[src/rtl/uart_test_sequencer.sv]
// Sequences UART self-test channels one at a time in index order, bounding each
// with a cycle timeout, spacing them with a quiesce gap and aggregating verdicts.
module uart_test_sequencer #(
    parameter int unsigned NUM_TESTS      = 4,
    parameter int unsigned TIMEOUT_CYCLES = 1000,
    parameter int unsigned GAP_CYCLES     = 16,
    parameter int unsigned IDX_W          = ($clog2(NUM_TESTS + 1) > 1) ? $clog2(NUM_TESTS + 1) : 1
) (
    input  logic                 clk,
    input  logic                 rst,
    input  logic                 start_i,
    input  logic                 abort_i,
    input  logic                 stop_on_fail_i,
    input  logic [NUM_TESTS-1:0] test_enable_i,
    input  logic [NUM_TESTS-1:0] test_done_i,
    input  logic [NUM_TESTS-1:0] test_pass_i,
    output logic [NUM_TESTS-1:0] test_start_o,
    output logic                 busy_o,
    output logic                 done_o,
    output logic                 pass_o,
    output logic                 aborted_o,
    output logic [IDX_W-1:0]     cur_test_o,
    output logic [NUM_TESTS-1:0] ran_mask_o,
    output logic [NUM_TESTS-1:0] fail_mask_o,
    output logic [NUM_TESTS-1:0] timeout_mask_o
);

    localparam int unsigned TMR_W = ($clog2(TIMEOUT_CYCLES + 1) > 1) ? $clog2(TIMEOUT_CYCLES + 1) : 1;
    localparam int unsigned GAP_W = ($clog2(GAP_CYCLES + 1) > 1) ? $clog2(GAP_CYCLES + 1) : 1;

    typedef enum logic [2:0] {
        S_IDLE,
        S_SELECT,
        S_LAUNCH,
        S_WAIT,
        S_GAP,
        S_DONE
    } state_e;

    state_e               state_q, state_d;
    logic [IDX_W-1:0]     cur_q, cur_d;
    logic [TMR_W-1:0]     timer_q, timer_d;
    logic [GAP_W-1:0]     gap_q, gap_d;
    logic [NUM_TESTS-1:0] en_q, en_d;
    logic [NUM_TESTS-1:0] ran_q, ran_d;
    logic [NUM_TESTS-1:0] fail_q, fail_d;
    logic [NUM_TESTS-1:0] tmo_q, tmo_d;
    logic [NUM_TESTS-1:0] start_q, start_d;
    logic                 sof_q, sof_d;
    logic                 busy_q, busy_d;
    logic                 done_q, done_d;
    logic                 pass_q, pass_d;
    logic                 abort_q, abort_d;

    logic [NUM_TESTS-1:0] cur_oh_c;
    logic                 result_c;
    logic                 failed_c;

    // One-hot of the selected channel; only used while cur_q < NUM_TESTS.
    assign cur_oh_c = NUM_TESTS'(1) << cur_q;

    always_comb begin
        state_d  = state_q;
        cur_d    = cur_q;
        timer_d  = timer_q;
        gap_d    = gap_q;
        en_d     = en_q;
        ran_d    = ran_q;
        fail_d   = fail_q;
        tmo_d    = tmo_q;
        sof_d    = sof_q;
        abort_d  = abort_q;
        start_d  = '0;
        result_c = 1'b0;
        failed_c = 1'b0;

        if (abort_i && (state_q inside {S_SELECT, S_LAUNCH, S_WAIT, S_GAP})) begin
            state_d = S_DONE;
            abort_d = 1'b1;
        end else begin
            unique case (state_q)
                S_IDLE, S_DONE: begin
                    if (start_i) begin
                        state_d = S_SELECT;
                        en_d    = test_enable_i;
                        sof_d   = stop_on_fail_i;
                        ran_d   = '0;
                        fail_d  = '0;
                        tmo_d   = '0;
                        abort_d = 1'b0;
                        cur_d   = '0;
                    end
                end
                S_SELECT: begin
                    if (cur_q == IDX_W'(NUM_TESTS)) begin
                        state_d = S_DONE;
                    end else if (|(en_q & cur_oh_c)) begin
                        state_d = S_LAUNCH;
                        start_d = cur_oh_c;
                        ran_d   = ran_q | cur_oh_c;
                    end else begin
                        cur_d = cur_q + IDX_W'(1);
                    end
                end
                S_LAUNCH: begin
                    state_d = S_WAIT;
                    timer_d = '0;
                end
                S_WAIT: begin
                    // A done in the timeout cycle still counts as a real result.
                    if (|(test_done_i & cur_oh_c)) begin
                        result_c = 1'b1;
                        failed_c = ~|(test_pass_i & cur_oh_c);
                    end else if (timer_q == TMR_W'(TIMEOUT_CYCLES - 1)) begin
                        result_c = 1'b1;
                        failed_c = 1'b1;
                        tmo_d    = tmo_q | cur_oh_c;
                    end else begin
                        timer_d = timer_q + TMR_W'(1);
                    end
                    if (result_c) begin
                        if (failed_c) begin
                            fail_d = fail_q | cur_oh_c;
                        end
                        if (failed_c && sof_q) begin
                            state_d = S_DONE;
                        end else if (GAP_CYCLES == 0) begin
                            state_d = S_SELECT;
                            cur_d   = cur_q + IDX_W'(1);
                        end else begin
                            state_d = S_GAP;
                            gap_d   = '0;
                        end
                    end
                end
                S_GAP: begin
                    if (gap_q == GAP_W'(GAP_CYCLES - 1)) begin
                        state_d = S_SELECT;
                        cur_d   = cur_q + IDX_W'(1);
                    end else begin
                        gap_d = gap_q + GAP_W'(1);
                    end
                end
                default: state_d = S_IDLE;
            endcase
        end

        busy_d = state_d inside {S_SELECT, S_LAUNCH, S_WAIT, S_GAP};
        done_d = (state_d == S_DONE);
        pass_d = done_d && (|ran_d) && !(|fail_d) && !abort_d;
    end

    always_ff @(posedge clk) begin
        if (rst) begin
            state_q <= S_IDLE;
            cur_q   <= '0;
            timer_q <= '0;
            gap_q   <= '0;
            en_q    <= '0;
            ran_q   <= '0;
            fail_q  <= '0;
            tmo_q   <= '0;
            start_q <= '0;
            sof_q   <= 1'b0;
            busy_q  <= 1'b0;
            done_q  <= 1'b0;
            pass_q  <= 1'b0;
            abort_q <= 1'b0;
        end else begin
            state_q <= state_d;
            cur_q   <= cur_d;
            timer_q <= timer_d;
            gap_q   <= gap_d;
            en_q    <= en_d;
            ran_q   <= ran_d;
            fail_q  <= fail_d;
            tmo_q   <= tmo_d;
            start_q <= start_d;
            sof_q   <= sof_d;
            busy_q  <= busy_d;
            done_q  <= done_d;
            pass_q  <= pass_d;
            abort_q <= abort_d;
        end
    end

    assign test_start_o   = start_q;
    assign busy_o         = busy_q;
    assign done_o         = done_q;
    assign pass_o         = pass_q;
    assign aborted_o      = abort_q;
    assign cur_test_o     = cur_q;
    assign ran_mask_o     = ran_q;
    assign fail_mask_o    = fail_q;
    assign timeout_mask_o = tmo_q;

endmodule

[config.mk]
export PLATFORM = sky130hd
export DESIGN_NAME = uart_test_sequencer
export DESIGN_NICKNAME = d
export VERILOG_FILES = /design/src/rtl/uart_test_sequencer.sv
export SDC_FILE = /design/constraint.sdc
export NUM_CORES = 1
export LEC_CHECK = 0
export ABC_AREA = 1
export ABC_CLOCK_PERIOD_IN_PS = 2250
export CAP_MARGIN = 20
export CORE_ASPECT_RATIO = 0.8
export CORE_UTILIZATION = 55
export CTS_BUF_LIST = sky130_fd_sc_hd__clkbuf_2
export DETAILED_ROUTE_END_ITERATION = 7
export PLACE_DENSITY = 0.89
export SLEW_MARGIN = 20
export SYNTH_ARGS = -nofsm -noshare
export SYNTH_HDL_FRONTEND = slang
export SYNTH_SLANG_ARGS = --single-unit
[constraint.sdc]
create_clock -name clk -period 2.25 [get_ports clk]
set_input_delay 0.675 -clock clk [delete_from_list [all_inputs] [get_ports clk]]
set_output_delay 0.675 -clock clk [all_outputs]
set_load 0.01 [all_outputs]
; Word level (Yosys, flattened, before mapping)
; Index checks and enable logic that the tools add are counted.
[word_totals]
ff_bits = 46
out_inout_bits = 23
word_cells = 121
[classes]
add_sub_neg = 3
n_eq_ne = 23
n_shift = 1
n_mux = 44
bitwise_logic = 9
reduce_logical = 27
[ops]
columns = cell, count
row1 = 2-to-1 mux 4 bit, 11
row2 = 2-to-1 mux 3 bit, 10
row3 = one-hot mux 4 bit (2 select lines), 3
row4 = 2-to-1 mux 10 bit, 2
row5 = one-hot mux 10 bit (2 select lines), 1
row6 = OR reduction 4 bit, 5
row7 = == test 3 bit (second input constant), 5
row8 = 2-to-1 mux 5 bit, 3
row9 = one-hot mux 3 bit (5 select lines), 1
row10 = != test 2 bit (second input constant), 7
row11 = AND 4 bit, 3
row12 = == test 3 x 2 -> 1 bit (second input constant), 4
row13 = bitwise OR 4 bit, 3
row14 = 2-to-1 mux 1 bit, 11
row15 = adder 10 x 1 -> 10 bit (second input constant), 1
row16 = == test 10 bit (second input constant), 1
row17 = one-hot mux 5 bit (2 select lines), 1
row18 = AND reduction 5 bit, 2
row19 = one-hot mux 3 bit (3 select lines), 1
row20 = nonzero test 4 bit, 2
row21 = == test 3 x 1 -> 1 bit (second input constant), 2
row22 = != test 2 x 1 -> 1 bit (second input constant), 3
row23 = AND reduction 6 bit, 1
row24 = nonzero test 2 bit, 3
row25 = other kinds (13), 21

; Longest topological paths before layout
[logic_depth]
ltp_word = 16
ltp_mapped = 15

; Least setup slack after synthesis
; Ideal clock, no wire load.
[synth_path]
path_type = register -> register
start = reg cur_q[2] (netlist: cur_test_o[2])
end = reg timer_q[7]
setup_time_ps = 113
t_arrival_ps = 1828
t_required_ps = 2137
slack_ps = 310
path_stages_with_launch = 16
path_buffers = 1
synth_period_minus_slack_ps = 1940
path_cell_list = dfxtp_1 > inv_2 > buf_6 > ha_1 > nand2_1 > nand2_1 > nor2_2 > nand2_2 > nand2_2 > nand2_4 > nor2_4 > nand2_1 > nor2_1 > nand2_1 > nand2_1 > nor2_1
[synth_between]
elab_chain_len = 5
[synth_lines]
columns = item, line
row1 = start: declaration, 41  ; logic [IDX_W-1:0] cur_q, cur_d;
row2 = start signal: assignment, 171  ; cur_q <= cur_d;
row3 = << shifter 1 x 3 -> 4 bit, 60  ; assign cur_oh_c = NUM_TESTS'(1) << cur_q;
row4 = named net cur_oh_c[3], 55  ; logic [NUM_TESTS-1:0] cur_oh_c;
row5 = AND 4 bit, 111  ; if (|(test_done_i & cur_oh_c)) begin
row6 = OR reduction 4 bit, 111
row7 = != test 2 bit (no source line), -
row8 = AND reduction 4 bit (no source line), -
row9 = end signal: assignment, 172  ; timer_q <= timer_d;
row10 = end: declaration, 42  ; logic [TMR_W-1:0] timer_q, timer_d;
; The timed path passes the listed nets, and every way through them passes these cells.
; A chain may end at the register's enable or synchronous reset.

; Final worst setup path
[layout_path]
start = reg cur_q[1] (netlist: cur_test_o[1])
end = out cur_test_o[1]
[layout_rtl]
columns = item, line
row1 = end: declaration, 22  ; output logic [IDX_W-1:0] cur_test_o,
; No word-level cell between the ends.

==> flow_metrics.tcl <==
set metrics [dict create \
    clock.fmax_mhz 469 \
    tns_ps 0 \
    syn_inst 359 \
    synth_top_area_share_pct 36.9 \
    tightest_slew_ps 405 \
    period_needed_ps 2130 \
    rsz0062_at_grt "no" \
    ios 40 \
    vias 2455 \
    routabilityCongestion 0.905 \
    ant_nets 0 \
    post_cts_buffers 0 \
    setup_slack_ps 116 \
    startpoint_type "register" \
    area_delta_synth_final_pct 23.5 \
    clk_latency_ps 430 \
    grt_antenna_before_repair 0 \
    cts_htree_levels 2 \
    crit_required_ps 1570 \
    io_buffers 39 \
    synth.area.top_cells "dfxtp_1, nand2_1, nor2_1" \
    reg2reg_slack_ps 120 \
    grt_overflow 0 \
    cts.sinks 46 \
    cts-root-buf "clkbuf_2" \
    die-height_um 62.3 \
    slowest_stage "clkdlybuf4s50_1" \
    power_density_nw_per_um2 928 \
    hold_viol_final 0 \
    ctsHoldBuffers 0 \
    peakVddDrop_mv 0.579 \
    r2r_end "timer_q[2]" \
    cts_tree "built" \
    synthArstFlopShare_pct 0 \
    worstSetupPathType "register to output pin" \
    synth_cell_types 35 \
    worst_r2r_path_depth 11 \
    drt-initial-drc-count 160 \
    pre_cts_ws_ps -39.5 \
    diodes 0 \
    drive_gt1_share_pct 14.1 \
    seq_area_frac_synth_pct 36.9 \
    synthFlopType "dfxtp_1" \
    clk_pin_slew_ps 240 \
    drc_errors 0 \
    setup_violations 0 \
    syn_area_per_cell_um2 6.96 \
    std_cell_rows 21 \
    wl_um 5690 \
    dp_hpwl_um 4440 \
    arrival_ps 1460 \
    core_um2 4260 \
    crit_start "cur_test_o[1]" \
    ctsResizeCount 0 \
    crit_path_max_fanout 5 \
    initial_utilization_pct 58.7 \
    grt_pass1_wl_um 9750 \
    cts_buffer_depth 2 \
    num-fill-cells 355 \
    status "completed" \
    track_usage_pct 25.5 \
    synth_seq_cells 46 \
    crit_path_cell_trace "clkdlybuf4s50_1" \
    cts_buffers 5 \
    endpoint "cur_test_o[1]" \
    fin_crit_sh_pct 94.9 \
    synth_edf_count 0 \
    synth_nets 384 \
    dr.pass1.iters 5 \
    critPathMaxStageDelay_ps 570 \
    yosysWarnings 0 \
    hold_path.class "register to register" \
    slew_headroom_pct 73.0 \
    grt_start_max_net_pins 15 \
    die_area_um2 4820 \
    grt_pass1_vias 2265 \
    totalPowerFinal_mw 2.86 \
    r2r-start "cur_test_o[1]" \
    fin_nets 435 \
    maxSlewViolCount 0 \
    netlist_area_um2 2500 \
    vias_per_cell 5.25 \
    die_w_um 77.3 \
    critPathBufInv 1 \
    drv_cap 0 \
    skew_ps 19.0 \
    crit_family "buffers and inverters" \
    worstSetupPathDepth 1 \
    post_drt_wl_per_cell_um 12.2 \
    critPathCaptureType "output pin" \
    leakagePower_nw 1.35 \
    yosysTopAreaCell "dfxtp_1" \
]
-- through the flow --
stage	utilization, %	hold slack, ps	cells	area [µm²]
final	72.5	471	468	3090
after global routing	72.5	491	468	3090
after CTS	72.4	472	468	3080
after detailed placement	70.8	446	460	3020
after global placement	70.8	439	460	3020
after floorplan	-	437	359	2500
-- layout make-up --
| type | count | area [µm²] | area share (%) |
|---|---|---|---|
| Clock buffer | 6 | 30.0 | 0.973 |
| Clock inverter | 2 | 37.5 | 1.22 |
| Inverter | 50 | 190 | 6.16 |
| Multi-Input combinational cell | 257 | 1350 | 43.8 |
| Sequential cell | 46 | 921 | 29.8 |
| Tap cell | 57 | 71.3 | 2.31 |
| Timing Repair Buffer | 50 | 485 | 15.7 |
-- registers in the layout (all words and copies together) (netlist names) --
name	flops
done_o	1
test_start_o	4
aborted_o	1
busy_o	1
cur_test_o	3
en_q	4
pass_o	1
timeout_mask_o	4
ran_mask_o	4
fail_mask_o	4
timer_q	10
gap_q	5
sof_q	1
state_q	3
-- how the worst min path moves through the flow --
stage,startpoint,to,cells past startpoint
after floorplan,timer_q[6],timer_q[6],2
final,timeout_mask_o[2],timeout_mask_o[2],2
after detailed placement,timeout_mask_o[2],timeout_mask_o[2],2
after global placement,timeout_mask_o[1],timeout_mask_o[1],2
after CTS,timeout_mask_o[2],timeout_mask_o[2],2
after global routing,timeout_mask_o[2],timeout_mask_o[2],2
-- cell usage after synthesis, types with 2 or more instances --
cell       n
nor3_1     4
o21ai_2    2
dfxtp_1   46
nand2_2    6
buf_6      2
nor2_4     2
o21ai_0    9
nand2_1   78
inv_2      5
ha_1       8
clkbuf_1   3
inv_1     43
xor2_1     5
nand3_1   28
o21ai_1    5
a21oi_1   22
nor2_1    56
nor2_2     8
nand3_2    5
nand4_1    5
nand2_4    3
-- per-layer routing --
layer / global-route usage [%] / wire length, µm / vias up
li1: - / - / 1241
met1: 33.0 / 2570 / 1097
met2: 40.8 / 2550 / 106
met3: 5.88 / 462 / 11
met4: 10.6 / 110 / 0
met5: 0 / 0 / -
-- report_power, final --
group          leakage [nW]  switching (mW)  internal (mW)
clock network        0.0392           0.271          0.192
registers             0.374          0.0951          0.939
logic                 0.933           0.840          0.527
total                  1.35            1.21           1.66
-- cells by family after synthesis --
family          Yosys count  synth area share (%)
buf+inv                  56                  9.17
compound gates           41                  9.12
flops                    46                  36.9
fa+ha+maj                 8                  4.01
simple gates            203                  39.1
xor+xnor                  5                  1.75
-- layout by cell type, fill, tap and decap left out, drive strengths merged, types with 5 or more instances in the layout --
cell | Yosys | routed
a21oi | 22 | 22
buf | 3 | 11
clkbuf | 3 | 6
clkdlybuf4s50 | 0 | 39
dfxtp | 46 | 46
ha | 8 | 8
inv | 49 | 49
nand2 | 87 | 87
nand3 | 33 | 33
nand4 | 6 | 6
nor2 | 66 | 66
nor3 | 6 | 6
o21ai | 16 | 16
xor2 | 5 | 5
Power figures use the tool's default switching activity.
